<file path="config.mk">
export PLATFORM = sky130hd
export DESIGN_NAME = ir_xmit
export DESIGN_NICKNAME = d
export VERILOG_FILES = /design/src/rtl/ir_nec_pkg.sv /design/src/rtl/ir_carrier_gen.sv /design/src/rtl/ir_xmit.sv
export SDC_FILE = /design/constraint.sdc
export NUM_CORES = 1
export LEC_CHECK = 0
export BUFFER_PORTS_ARGS = -buffer_cell sky130_fd_sc_hd__buf_2
export CORE_MARGIN = 1
export CORE_UTILIZATION = 60
export CTS_BUF_LIST = sky130_fd_sc_hd__clkbuf_4
export CTS_CLUSTER_SIZE = 25
export DETAILED_ROUTE_END_ITERATION = 12
export PLACE_DENSITY = 0.87
export SLEW_MARGIN = 10
export SYNTH_ARGS = -nofsm -noshare
export SYNTH_HDL_FRONTEND = slang
export SYNTH_HIERARCHICAL = 1
export SYNTH_SLANG_ARGS = --single-unit
export TNS_END_PERCENT = 10
</file>
<file path="constraint.sdc">
create_clock -name clk27 -period 9 [get_ports clk27]
set_clock_uncertainty 0.2 [all_clocks]
set_input_delay 1.8 -clock clk27 [delete_from_list [all_inputs] [get_ports clk27]]
set_output_delay 1.8 -clock clk27 [all_outputs]
set_load 0.1 [all_outputs]
</file>
<file path="src/rtl/ir_nec_pkg.sv">
// Shared NEC protocol definitions: FSM state encoding, unit-count constants
// and default timing values in clk27 cycles. ir_rcv uses the same constants
// for its threshold checks.
package ir_nec_pkg;

    typedef enum logic [3:0] {
        ST_IDLE       = 4'd0,
        ST_LEAD_MARK  = 4'd1,
        ST_LEAD_SPACE = 4'd2,
        ST_BIT_MARK   = 4'd3,
        ST_BIT_SPACE  = 4'd4,
        ST_STOP_MARK  = 4'd5,
        ST_GAP        = 4'd6,
        ST_REP_MARK   = 4'd7,
        ST_REP_SPACE  = 4'd8,
        ST_REP_STOP   = 4'd9
    } ir_state_e;

    // Durations in 562.5 us NEC units
    localparam logic [4:0] LEAD_MARK_U  = 5'd16;
    localparam logic [4:0] LEAD_SPACE_U = 5'd8;
    localparam logic [4:0] REP_SPACE_U  = 5'd4;
    localparam logic [4:0] ONE_SPACE_U  = 5'd3;
    localparam logic [4:0] BIT_U        = 5'd1;
    localparam logic [7:0] PERIOD_U     = 8'd192;

    // Default clk27 timing
    localparam int unsigned DEF_UNIT_CYCLES = 32'd15188;
    localparam int unsigned DEF_CARR_PERIOD = 32'd711;
    localparam int unsigned DEF_CARR_HIGH   = 32'd237;

    // True for the states in which the LED envelope is on
    function automatic logic is_mark(input ir_state_e st);
        logic mark;
        case (st)
            ST_LEAD_MARK, ST_BIT_MARK, ST_STOP_MARK,
            ST_REP_MARK, ST_REP_STOP: mark = 1'b1;
            default:                  mark = 1'b0;
        endcase
        return mark;
    endfunction

endpackage

</file>
<file path="src/rtl/ir_carrier_gen.sv">
// 38 kHz carrier phase counter. The counter runs only while a mark continues
// and is zero otherwise, so every mark begins at carrier phase 0. carr_nxt is
// the carrier level for the next cycle, letting the parent register ir_tx on
// the same edge as the envelope.
module ir_carrier_gen import ir_nec_pkg::*; #(
    parameter int unsigned CARR_PERIOD = DEF_CARR_PERIOD,
    parameter int unsigned CARR_HIGH   = DEF_CARR_HIGH
) (
    input  logic clk27,
    input  logic reset_n,
    input  logic run,
    output logic carr_nxt
);

    localparam int CW = (CARR_PERIOD > 1) ? $clog2(CARR_PERIOD) : 1;

    logic [CW-1:0] carr_ctr_r;
    logic [CW-1:0] carr_nxt_ctr_s;

    // Next counter value: wrap at the period end, hold at zero when not running
    always_comb begin
        carr_nxt_ctr_s = {CW{1'b0}};
        if (run) begin
            if (carr_ctr_r == CW'(CARR_PERIOD - 1)) begin
                carr_nxt_ctr_s = {CW{1'b0}};
            end else begin
                carr_nxt_ctr_s = carr_ctr_r + CW'(1);
            end
        end else begin
            carr_nxt_ctr_s = {CW{1'b0}};
        end
    end

    // Carrier phase register
    always_ff @(posedge clk27 or negedge reset_n) begin
        if (!reset_n) begin
            carr_ctr_r <= {CW{1'b0}};
        end else begin
            carr_ctr_r <= carr_nxt_ctr_s;
        end
    end

    assign carr_nxt = (carr_nxt_ctr_s < CW'(CARR_HIGH));

endmodule

</file>
<file path="src/rtl/ir_xmit.sv">
// NEC infrared transmitter: sends leader, 32 data bits (LSB first) and a stop
// burst for each accepted code, then NEC repeat frames every 108 ms while
// tx_repeat is held. ir_env is the unmodulated envelope, ir_tx the optionally
// carrier-modulated and inverted LED drive, both registered on the same edge.
module ir_xmit import ir_nec_pkg::*; #(
    parameter int unsigned UNIT_CYCLES = DEF_UNIT_CYCLES,
    parameter int unsigned CARR_PERIOD = DEF_CARR_PERIOD,
    parameter int unsigned CARR_HIGH   = DEF_CARR_HIGH,
    parameter bit          CARRIER_EN  = 1'b1,
    parameter bit          OUT_INV     = 1'b0
) (
    input  logic        clk27,
    input  logic        reset_n,
    input  logic [15:0] tx_code,
    input  logic        tx_start,
    input  logic        tx_repeat,
    output logic        ir_tx,
    output logic        ir_env,
    output logic        busy,
    output logic [7:0]  frame_cnt
);

    localparam int UW = (UNIT_CYCLES > 1) ? $clog2(UNIT_CYCLES) : 1;

    ir_state_e      state_r;
    logic [UW-1:0]  unit_ctr_r;
    logic [4:0]     dur_ctr_r;
    logic [7:0]     per_ctr_r;
    logic [4:0]     bit_idx_r;
    logic [31:0]    shreg_r;
    logic           ir_env_r;
    logic           ir_tx_r;
    logic           busy_r;
    logic [7:0]     frame_cnt_r;

    logic           unit_tick_s;
    logic           unit_done_s;
    logic           mark_end_s;
    logic           gap_end_s;
    logic           carr_run_s;
    logic           carr_nxt_s;
    logic           tx_mark_s;

    assign unit_tick_s = (state_r != ST_IDLE) && (unit_ctr_r == UW'(UNIT_CYCLES - 1));
    assign unit_done_s = unit_tick_s && (dur_ctr_r == 5'd1);
    assign mark_end_s  = is_mark(state_r) && unit_done_s;
    assign gap_end_s   = (state_r == ST_GAP) && unit_tick_s && (per_ctr_r == (PERIOD_U - 8'd1));

    // The carrier keeps running only while the current mark continues
    assign carr_run_s = ir_env_r && !mark_end_s;

    // LED drive level for a cycle inside a mark
    assign tx_mark_s = OUT_INV ^ (CARRIER_EN ? carr_nxt_s : 1'b1);

    ir_carrier_gen #(
        .CARR_PERIOD (CARR_PERIOD),
        .CARR_HIGH   (CARR_HIGH)
    ) u_carrier (
        .clk27    (clk27),
        .reset_n  (reset_n),
        .run      (carr_run_s),
        .carr_nxt (carr_nxt_s)
    );

    // Frame sequencer with unit timing, shift register and registered outputs
    always_ff @(posedge clk27 or negedge reset_n) begin
        if (!reset_n) begin
            state_r     <= ST_IDLE;
            unit_ctr_r  <= {UW{1'b0}};
            dur_ctr_r   <= 5'd0;
            per_ctr_r   <= 8'd0;
            bit_idx_r   <= 5'd0;
            shreg_r     <= 32'd0;
            ir_env_r    <= 1'b0;
            ir_tx_r     <= OUT_INV;
            busy_r      <= 1'b0;
            frame_cnt_r <= 8'd0;
        end else begin
            // Unit timebase; transitions below override the counters they reload
            if (state_r != ST_IDLE) begin
                if (unit_tick_s) begin
                    unit_ctr_r <= {UW{1'b0}};
                end else begin
                    unit_ctr_r <= unit_ctr_r + UW'(1);
                end
                if (unit_tick_s && (per_ctr_r != PERIOD_U)) begin
                    per_ctr_r <= per_ctr_r + 8'd1;
                end
                if (unit_tick_s && (dur_ctr_r != 5'd0)) begin
                    dur_ctr_r <= dur_ctr_r - 5'd1;
                end
            end

            case (state_r)
                ST_IDLE: begin
                    if (tx_start) begin
                        state_r    <= ST_LEAD_MARK;
                        unit_ctr_r <= {UW{1'b0}};
                        per_ctr_r  <= 8'd0;
                        dur_ctr_r  <= LEAD_MARK_U;
                        bit_idx_r  <= 5'd0;
                        shreg_r    <= {~tx_code[7:0], tx_code[7:0], ~tx_code[15:8], tx_code[15:8]};
                        ir_env_r   <= 1'b1;
                        ir_tx_r    <= tx_mark_s;
                        busy_r     <= 1'b1;
                    end
                end
                ST_LEAD_MARK: begin
                    if (unit_done_s) begin
                        state_r   <= ST_LEAD_SPACE;
                        dur_ctr_r <= LEAD_SPACE_U;
                        ir_env_r  <= 1'b0;
                        ir_tx_r   <= OUT_INV;
                    end else begin
                        ir_tx_r   <= tx_mark_s;
                    end
                end
                ST_LEAD_SPACE: begin
                    if (unit_done_s) begin
                        state_r   <= ST_BIT_MARK;
                        dur_ctr_r <= BIT_U;
                        ir_env_r  <= 1'b1;
                        ir_tx_r   <= tx_mark_s;
                    end
                end
                ST_BIT_MARK: begin
                    if (unit_done_s) begin
                        state_r   <= ST_BIT_SPACE;
                        dur_ctr_r <= shreg_r[0] ? ONE_SPACE_U : BIT_U;
                        ir_env_r  <= 1'b0;
                        ir_tx_r   <= OUT_INV;
                    end else begin
                        ir_tx_r   <= tx_mark_s;
                    end
                end
                ST_BIT_SPACE: begin
                    if (unit_done_s) begin
                        shreg_r   <= shreg_r >> 1;
                        dur_ctr_r <= BIT_U;
                        ir_env_r  <= 1'b1;
                        ir_tx_r   <= tx_mark_s;
                        if (bit_idx_r == 5'd31) begin
                            state_r   <= ST_STOP_MARK;
                        end else begin
                            state_r   <= ST_BIT_MARK;
                            bit_idx_r <= bit_idx_r + 5'd1;
                        end
                    end
                end
                ST_STOP_MARK, ST_REP_STOP: begin
                    if (unit_done_s) begin
                        state_r     <= ST_GAP;
                        dur_ctr_r   <= 5'd0;
                        ir_env_r    <= 1'b0;
                        ir_tx_r     <= OUT_INV;
                        frame_cnt_r <= frame_cnt_r + 8'd1;
                    end else begin
                        ir_tx_r     <= tx_mark_s;
                    end
                end
                ST_GAP: begin
                    if (gap_end_s) begin
                        if (tx_repeat) begin
                            state_r   <= ST_REP_MARK;
                            per_ctr_r <= 8'd0;
                            dur_ctr_r <= LEAD_MARK_U;
                            ir_env_r  <= 1'b1;
                            ir_tx_r   <= tx_mark_s;
                        end else begin
                            state_r   <= ST_IDLE;
                            per_ctr_r <= 8'd0;
                            bit_idx_r <= 5'd0;
                            busy_r    <= 1'b0;
                        end
                    end
                end
                ST_REP_MARK: begin
                    if (unit_done_s) begin
                        state_r   <= ST_REP_SPACE;
                        dur_ctr_r <= REP_SPACE_U;
                        ir_env_r  <= 1'b0;
                        ir_tx_r   <= OUT_INV;
                    end else begin
                        ir_tx_r   <= tx_mark_s;
                    end
                end
                ST_REP_SPACE: begin
                    if (unit_done_s) begin
                        state_r   <= ST_REP_STOP;
                        dur_ctr_r <= BIT_U;
                        ir_env_r  <= 1'b1;
                        ir_tx_r   <= tx_mark_s;
                    end
                end
                default: begin
                    state_r    <= ST_IDLE;
                    unit_ctr_r <= {UW{1'b0}};
                    dur_ctr_r  <= 5'd0;
                    per_ctr_r  <= 8'd0;
                    bit_idx_r  <= 5'd0;
                    ir_env_r   <= 1'b0;
                    ir_tx_r    <= OUT_INV;
                    busy_r     <= 1'b0;
                end
            endcase
        end
    end

    assign ir_tx     = ir_tx_r;
    assign ir_env    = ir_env_r;
    assign busy      = busy_r;
    assign frame_cnt = frame_cnt_r;

endmodule

</file>
==> flow_summary.ini <==
[worst_setup_path]
critical-path-top-delay-family = simple AND/OR/NAND/NOR gates
reg2regPathDepth = 9
slowest_stage = nor4_4
crit_buf_inv = 0
regToRegEndpoint = ir_tx$_DFFE_PN0P_
crit_chain = or4b_4 > nor4_4 > nand3_1 > o21a_1 > o41ai_4 > o41ai_1 > a311oi_1 > and3_1 > mux2_2
r2r_start = unit_ctr_r[3]$_DFF_PN0_
crit_end = ir_tx$_DFFE_PN0P_
worstPathArrival_ns = 3.75
cp.depth = 9
startpoint_type = flip-flop
startpoint = unit_ctr_r[3]$_DFF_PN0_
critPathMaxStageDelay_ns = 0.79
rrSetupSlack_ns = 5.42
cp-end-kind = flip-flop
crit_type = flip-flop to flip-flop
cp.required_ns = 9.17
cp_max_fo = 19

[drt]
viasPerCell = 6.11
wl_per_cell_um = 15.6
first_iter_violations = 430
firstDrtPassIters = 5
drc = 0
drt_wl_total_um = 10100
via_count = 3974
antenna_left = 0

[placed_design]
globalplace.congestion = 0.878
dp_hpwl_um = 7080
pre_cts_slack_ns = 5.38
io_buffers = 30

[global_route]
track_usage = 0.250
grt_pass1_vias = 3782
grt_start_max_net_pins = 51
grt_overflow = 0
antenna_found_initial = 0
grt_pass1_wl_um = 17400

[hold_path]
hold_class = flip-flop to flip-flop
worstHoldStart = frame_cnt[7]$_DFFE_PN0P_
worstHoldPathCells = 1

[cells_and_area]
final_cell_mix = dfrtp_1 (89), nand2_1 (65), nor2_1 (49), o21ai_0 (41), buf_2 (29)
multi_input_comb_area_mm2 = 0.00266
final_common_cell = dfrtp_1
post-route-util = 0.649
num-fill-cells = 667
diodes = 0
drive_gt1_frac = 0.136
ff_latch_area_mm2 = 0.00223
nets = 572
area_growth_pct = 5.18

[outcome]
outcome = finished clean

[clock_network]
h-tree-depth = 3
cts.sinks = 89
cts_tree = yes
cts-resized-gates = 0
clk_latency_ns = 0.43
cts_buffer_depth = 2
ctsHoldBuffers = 0
clock-root-buffer = clkbuf_4
cts.clk_slew.worst_paths_ns = 0.13
post-cts-setup-buffers = 0
cts_buffers = 9

[die]
start_util = 0.617
die_w_um = 94.0
die_area_mm2 = 0.00883
rows = 33
pin_count = 31
die_h_um = 94.0
core_mm2 = 0.00822

[timing]
rsz0062_at_grt = false
slew_violations = 0
layout_min_cycle_time_ns = 3.58
setup_violations = 0
max_freq_ghz = 0.279
relSlewSlack = 0.266
setup_tns_ns = 0
setup_ws_ns = 5.42
worst_pin_slew_ns = 1.09
hold_viol = 0
period_share = 0.398

[yosys]
syn_area_per_cell_um2 = 9.59
syn-num-nets = 560
ys_types = 60
synthFlopType = dfrtp_1
async_reset_ff_frac = 1.00
syn_area_mm2 = 0.00507
synth_edf_count = 0
synth_cells = 529
synth_seq_area_share = 0.439
ys_ff_latch = 89
yosys_warnings = 6
synth.largest_area_cell = dfrtp_1
ys_top_cells_by_area = dfrtp_1 (44%), nand2_1 (4.8%), mux2_4 (4.4%)
yosysTopAreaCellShare = 0.439

[run]
maxCapViolCount = 0

[power]
power_mw = 1.23
p_leak_nw = 2.29
vdd_ir_drop_max_uv = 132
p_per_area_mw_per_mm2 = 231
-- sequential cells by signal (all words and copies together), names as in the netlist --
signal,flops
unit_ctr_r,14
dur_ctr_r,5
busy,1
shreg_r,32
ir_env,1
state_r,4
u_carrier/carr_ctr_r,10
frame_cnt,8
ir_tx,1
per_ctr_r,8
bit_idx_r,5
-- cell type report --
type,instances,share of cell area
Inverter,12,0.00844
Clock inverter,5,0.00610
Timing Repair Buffer,32,0.0314
Sequential cell,89,0.417
Tap cell,105,0.0246
Clock buffer,10,0.0141
Multi-Input combinational cell,397,0.498
-- worst register-to-register path, cell delays in order (launching register included) --
cell and delay (ns):
dfrtp_1 0.46, or4b_4 0.58, nor4_4 0.79, nand3_1 0.31, o21a_1 0.28, o41ai_4 0.12
o41ai_1 0.19, a311oi_1 0.27, and3_1 0.18, mux2_2 0.15
-- cells by family (layout without fill, tap and decap cells) --
group           after synthesis  in the layout  share of synthesized area
fa+ha+maj                    11             11                     0.0271
simple gates                207            207                      0.209
xor+xnor                     32             32                     0.0552
compound gates              109            109                      0.140
flops                        89             89                      0.439
mux                          38             38                     0.0910
buf+inv                      43             59                     0.0387
-- worst min path at each step --
| stage | endpoint | slack [ns] |
|---|---|---|
| after floorplan | shreg_r[31]$_DFFE_PN0P_ | 0.25 |
| after global placement | shreg_r[6]$_DFFE_PN0P_ | 0.26 |
| after detailed placement | frame_cnt[7]$_DFFE_PN0P_ | 0.27 |
| after CTS | frame_cnt[7]$_DFFE_PN0P_ | 0.28 |
| after global routing | frame_cnt[6]$_DFFE_PN0P_ | 0.31 |
| final | frame_cnt[7]$_DFFE_PN0P_ | 0.29 |
-- cell usage after synthesis, drive strengths merged (2+ instances only) --
library cell / n
ha: 11
a22o: 4
a221o: 2
mux2i: 18
o22ai: 3
nor3: 8
o211ai: 2
o21a: 3
nor4b: 4
nand4: 17
nor4bb: 2
and3: 5
o41ai: 6
o21ai: 44
a21oi: 16
or4b: 2
nand2b: 7
o32ai: 2
nand2: 65
and2: 2
or3: 6
nor2: 50
inv: 12
dfrtp: 89
nand3: 15
nor4: 9
or4: 2
clkbuf: 21
nor2b: 5
a21o: 2
xor2: 16
a2bb2oi: 2
o31ai: 4
a211oi: 5
nor3b: 2
buf: 10
mux2: 20
o311a: 2
xnor2: 16
a31oi: 5
a21boi: 2
-- power breakdown --
part	total, mW	internal [mW]	switching (mW)
Combinational	0.415	0.189	0.226
Sequential	0.625	0.508	0.117
Clock	0.193	0.0581	0.134
-- layer usage --
metal  part of all wire  wire length (um)  vias to the layer above  global-route usage
li1                   -                 -                     1916                   -
met1               0.46              4670                     1912               0.345
met2               0.47              4780                      124               0.399
met3              0.044               450                       22              0.0291
met4              0.023               235                        0               0.106
met5                  0                 0                        -                   0
-- per-stage QoR --
step	instance area, um^2	std cells	hold WS, ns
after CTS	5340	650	0.284
after detailed placement	5230	635	0.265
after global placement	5230	635	0.260
after global routing	5340	650	0.308
final	5340	650	0.286
after floorplan	5070	529	0.247
Note: power is estimated with default switching activity, not from simulation.
